### config.mk
export PLATFORM = sky130hd
export DESIGN_NAME = pc_sequencer_flat
export DESIGN_NICKNAME = d
export VERILOG_FILES = /design/src/rtl/pc_sequencer_if.sv /design/src/rtl/pc_sequencer.sv /design/src/flat_wrapper.sv
export SDC_FILE = /design/constraint.sdc
export NUM_CORES = 1
export LEC_CHECK = 0
export CORE_ASPECT_RATIO = 0.9
export CORE_MARGIN = 2
export CORE_UTILIZATION = 49
export CTS_CLUSTER_DIAMETER = 50
export DETAILED_ROUTE_END_ITERATION = 16
export PLACE_DENSITY_LB_ADDON = 0.1
export SETUP_SLACK_MARGIN = 0.02
export SLEW_MARGIN = 25
export SYNTH_ARGS = -nofsm -noshare
export SYNTH_HDL_FRONTEND = slang
export SYNTH_SLANG_ARGS = --single-unit
### constraint.sdc
create_clock -name clk -period 3.34 [get_ports clk]
set_input_delay 0.668 -clock clk [delete_from_list [all_inputs] [get_ports clk]]
set_output_delay 0.668 -clock clk [all_outputs]
set_load 0.005 [all_outputs]
### src/rtl/pc_sequencer_if.sv
// Fetch-side control/status bundle between the decode/execute logic and the
// program-counter sequencer.
interface pc_sequencer_if;
  logic        stall;
  logic        branch_taken;
  logic        jump;
  logic        jump_reg;
  logic [31:0] extended;
  logic [31:0] reg_target;
  logic [31:0] pc;
  logic [31:0] npc;
  logic        redirect;
  logic        addr_error;

  // Decode side: presents the controls for the instruction at pc, observes the fetch state.
  modport master (
    output stall, branch_taken, jump, jump_reg, extended, reg_target,
    input  pc, npc, redirect, addr_error
  );

  // Sequencer side: samples the controls, owns pc/npc and the status flags.
  modport slave (
    input  stall, branch_taken, jump, jump_reg, extended, reg_target,
    output pc, npc, redirect, addr_error
  );
endinterface

### src/rtl/pc_sequencer.sv
// MIPS program-counter sequencer holding pc and npc so the delay slot at the
// old npc always executes before a control transfer takes effect.
module pc_sequencer #(
  parameter logic [31:0] RESET_PC = 32'h0040_0000
) (
  input logic            clk,
  input logic            reset,
  pc_sequencer_if.slave  bus
);

  logic [31:0] pc_q;
  logic [31:0] npc_q;
  logic        redirect_q;
  logic        addr_error_q;

  logic [31:0] target;
  logic        transfer;
  logic        misaligned;

  // Every fetch address is a word address; low two bits are forced clear.
  function automatic logic [31:0] align_word(input logic [31:0] addr);
    return {addr[31:2], 2'b00};
  endfunction

  // Next-npc selection, priority jump_reg > jump > branch_taken > sequential.
  always_comb begin
    target     = npc_q + 32'd4;
    transfer   = 1'b0;
    misaligned = 1'b0;
    if (bus.jump_reg) begin
      target     = align_word(bus.reg_target);
      transfer   = 1'b1;
      misaligned = (bus.reg_target[1:0] != 2'b00);
    end else if (bus.jump) begin
      // Jump stays inside the 256 MB region of the delay-slot address.
      target   = align_word({npc_q[31:28], bus.extended[27:0]});
      transfer = 1'b1;
    end else if (bus.branch_taken) begin
      // Branch offset is relative to the delay slot, wrapping modulo 2^32.
      target   = align_word(npc_q + bus.extended);
      transfer = 1'b1;
    end
  end

  // Advance pc/npc each unstalled edge; status flags pulse for one cycle only.
  always_ff @(posedge clk) begin
    if (!reset) begin
      pc_q         <= RESET_PC;
      npc_q        <= RESET_PC + 32'd4;
      redirect_q   <= 1'b0;
      addr_error_q <= 1'b0;
    end else if (bus.stall) begin
      redirect_q   <= 1'b0;
      addr_error_q <= 1'b0;
    end else begin
      pc_q         <= npc_q;
      npc_q        <= target;
      redirect_q   <= transfer;
      addr_error_q <= misaligned;
    end
  end

  assign bus.pc         = pc_q;
  assign bus.npc        = npc_q;
  assign bus.redirect   = redirect_q;
  assign bus.addr_error = addr_error_q;

endmodule

### src/flat_wrapper.sv
// flat-port wrapper written by rule: the top's interface ports become plain ports
module pc_sequencer_flat 
#(
  parameter logic [31:0] RESET_PC = 32'h0040_0000
)
  (clk, reset, bus_stall, bus_branch_taken, bus_jump, bus_jump_reg, bus_extended, bus_reg_target, bus_pc, bus_npc, bus_redirect, bus_addr_error);
  pc_sequencer_if bus_i ();
  input logic clk;
  input logic reset;
  input wire logic [$bits(bus_i.stall)-1:0] bus_stall;
  input wire logic [$bits(bus_i.branch_taken)-1:0] bus_branch_taken;
  input wire logic [$bits(bus_i.jump)-1:0] bus_jump;
  input wire logic [$bits(bus_i.jump_reg)-1:0] bus_jump_reg;
  input wire logic [$bits(bus_i.extended)-1:0] bus_extended;
  input wire logic [$bits(bus_i.reg_target)-1:0] bus_reg_target;
  output wire logic [$bits(bus_i.pc)-1:0] bus_pc;
  output wire logic [$bits(bus_i.npc)-1:0] bus_npc;
  output wire logic [$bits(bus_i.redirect)-1:0] bus_redirect;
  output wire logic [$bits(bus_i.addr_error)-1:0] bus_addr_error;
  assign bus_i.stall = bus_stall;
  assign bus_i.branch_taken = bus_branch_taken;
  assign bus_i.jump = bus_jump;
  assign bus_i.jump_reg = bus_jump_reg;
  assign bus_i.extended = bus_extended;
  assign bus_i.reg_target = bus_reg_target;
  assign bus_pc = bus_i.pc;
  assign bus_npc = bus_i.npc;
  assign bus_redirect = bus_i.redirect;
  assign bus_addr_error = bus_i.addr_error;
  pc_sequencer #(.RESET_PC(RESET_PC)) u_core (.clk(clk), .reset(reset), .bus(bus_i));
endmodule
==> summary.txt, run 1 <==
Worst Path Required: 3.57 ns
RSZ-0062 raised after global routing: no
Max Root-Sink Buffers: 2
share of layout cells above drive strength 1: 0.116
worst IR drop on VDD: 387 µV
setup tns final: 0 ns
Tmin final: 3.24 ns
R2R setup slack: 0.40 ns
Die Wd: 110 µm
number of port buffers: 129
IO Pins: 136
area of the die: 10,900 µm²
number of synthesized register bits: 62
average size of a mapped cell: 7.67 µm²
Clk pwr share: 0.290
Worst-Margin Slew: 0.789 ns
most frequent cell after synthesis: nand2_1
Hold Crit Class: reg -> reg
later-pin clock latency in the skew report: 0.36 ns
DR iter-0 viols: 471
clk root buf: clkbuf_8
final setup fails: 0
initial core utilization: 0.508
vias in the first global route: 5,429
via count: 5,699
CTS Buf Count: 9
Slew HR: 0.470
drt pass-1 iters: 6
Layout area overhead: 40.8%
GRT Residual Overflow: 0
asr flop ratio synth: 0
HP Start: u_core.bus.pc[22]$_SDFFE_PN1N_
antenna violation net count after detailed routing: 0
Layout Cells excl Fill: 952
Worst R2R End: u_core.bus.npc[27]$_SDFFE_PN0N_
Max Slew Vio Count: 0
post-layout util: 0.716
CTS Hold Buffers Added: 0
Total GRT Usage: 0.328
number of fillers in the final layout: 791
Highest Clock Rate: 0.309 GHz
predominant post-synthesis flop cell: dfxtp_1
LEAKAGE: 2.88 nW
Clock Sinks: 62
n_diodes: 0
Core Area: 9740 µm²
Final nets: 921
Worst setup SP type: input pin
commonest cells in the netlist: 68 x nand2_1, 64 x nor2_1, 62 x dfxtp_1
Worst Hold End: u_core.bus.pc[22]$_SDFFE_PN1N_
largest net degree at the start of global routing: 39
CP Class: in -> reg
Final HPWL DP: 13.8 mm
Clock transition at path regs: 0.08 ns
initial antenna violation count: 1
first-pass GRT wire length: 27.7 mm
DRC errors left: 0
Power Density: 351 nW/µm²
r2r startpoint: u_core.bus.npc[3]$_SDFFE_PN0N_
Comb power frac: 0.365
Arrival @ worst endpoint: 3.47 ns
Yosys top cell by area: dfxtp_1
top cell type's share of synthesized area: 0.251
Netlist cell types: 65
worst reg-to-reg path cell count: 11
CP Max Fanout: 5
Sequential Power Share: 0.345
WL per Instance: 18.8 µm
max_cap viols: 0
Synth Cell Area: 4950 µm²
Switching Fraction: 0.352
EDFF count, synth: 0
Place WS: -0.309 ns
placed cells: 935
sequential fraction of the synthesis area: 0.251
aggregate routed wire length: 17.9 mm
H-tree level count: 3
Post-Route Skew: 0.0109 ns
# rows: 34
Sw Pwr: 0.862 mW
die height: 99.4 µm
hold path cells: 2
CTS tree: done
vias per cell: 5.99
origin of the worst setup path: bus_extended[10]
Hold Fails Final Rpt: 0
Syn Inst Count: 646
crit share post-route: 0.969
Final WS setup: 0.104 ns
Area contributors post-synth: dfxtp_1 25%, ha_1 7.6%, mux2i_1 7.1%
GPL Wtd Cong: 1.01
CP endpoint kind: flop
Ys Warns: 0
status: complete, no violations
Int Power: 1.58 mW
## cell families (layout without fill, tap and decap cells)
logic type | after synthesis | after routing | share of synthesized area
other | 1 | 4 | 0.000757
xor gates and xnor gates | 44 | 44 | 0.0778
buffers and inverters | 49 | 226 | 0.0402
AOI/OAI and AO/OA | 185 | 185 | 0.252
adders and majority gates | 30 | 30 | 0.0758
and+or+nand+nor | 239 | 239 | 0.230
DFF | 62 | 62 | 0.251
muxes | 36 | 36 | 0.0730
## worst max-delay path, cell delays in order
cell,delay (ns)
clkdlybuf4s50_1,0.44
ha_1,0.40
nand3_2,0.13
nor4_4,0.34
nor2_2,0.11
a211oi_2,0.27
o211ai_1,0.13
a311o_1,0.37
and2_1,0.17
o311ai_2,0.33
a31oi_1,0.12
## power by group through the flow
stage / clock (mW) / sequential, mW / combinational, mW
global route: 0.742 / 0.849 / 0.963
floorplan: 0 / 0.859 / 0.467
detailed placement: 0 / 0.857 / 0.867
global placement: 0 / 0.854 / 0.849
CTS: 0.722 / 0.840 / 0.875
finish: 0.710 / 0.843 / 0.892
## how the worst max path moves through the flow
stage                                 endpoint  depth (start not counted)
3_3_place_gp   u_core.bus.npc[31]$_SDFFE_PN0P_                         11
5_1_grt        u_core.bus.npc[31]$_SDFFE_PN0P_                         11
6_report       u_core.bus.npc[31]$_SDFFE_PN0P_                         11
4_1_cts        u_core.bus.npc[31]$_SDFFE_PN0P_                         11
2_1_floorplan  u_core.bus.npc[31]$_SDFFE_PN0P_                         10
3_5_place_dp   u_core.bus.npc[31]$_SDFFE_PN0P_                         11
## what timing repair did
item,CTS,global route
setup buffers,0,1
endpoints found under the setup margin,0,1
gates resized for setup,0,1
## state kept, by name (all words and copies together) (netlist names)
name	cells
u_core.bus.pc	30
u_core.bus.npc	30
u_core.bus.redirect	1
u_core.bus.addr_error	1
## cells in the final DEF (no fill, tap or decap), types with 8 or more instances in the layout
cell type	count
nand4_1	9
buf_4	66
clkbuf_8	9
a21oi_1	47
a21o_1	9
and3_1	10
mux2i_1	35
ha_1	30
xor2_1	19
nor3_1	13
clkdlybuf4s50_1	128
xnor2_1	25
a31oi_1	10
inv_1	14
dfxtp_1	62
nand3_1	28
nor2_1	64
nor2b_1	24
o21ai_0	35
nand2_1	68
a211oi_1	16
o211ai_1	8
## cell type report
class                      instances  area [µm²]  area share
sequential                        62        1240       0.178
multi-input combinational        538        3530       0.507
clock inverter                     7        80.1      0.0115
inverter                          15        56.3     0.00807
tap                              126         158      0.0226
clock buffer                       9         124      0.0178
timing repair buffer             195        1780       0.256
## metrics by stage
step	hold WS [ns]	area, µm²	total power [mW]
6_report	0.490	6970	2.45
5_1_grt	0.536	6970	2.55
3_3_place_gp	0.458	6750	1.70
4_1_cts	0.494	6960	2.44
2_1_floorplan	0.470	4960	1.33
3_5_place_dp	0.475	6750	1.72
## per-layer routing
| metal | part of all wire | vias up | routed length [µm] | GRT usage |
|---|---|---|---|---|
| li1 | - | 2699 | - | - |
| met1 | 0.44 | 2656 | 7940 | 0.461 |
| met3 | 0.12 | 32 | 2220 | 0.104 |
| met2 | 0.41 | 312 | 7420 | 0.471 |
| met4 | 0.017 | 0 | 312 | 0.112 |
| met5 | 0 | - | 0 | 0 |
No activity file was read; power rests on OpenSTA's default activity.
==> inputs of run 2 (changes only) <==
--- a/constraint.sdc
+++ b/constraint.sdc
@@ -3,2 +3,2 @@
 set_output_delay 0.668 -clock clk [all_outputs]
-set_load 0.005 [all_outputs]
+set_load 0.02 [all_outputs]
==> results of run 2 <==
Same layout as run 1 (identical final DEF). Status: complete, no violations.
Main changes from that run: total power 2.45 mW -> 2.50 mW; worst IR drop on VDD 387 µV -> 390 µV
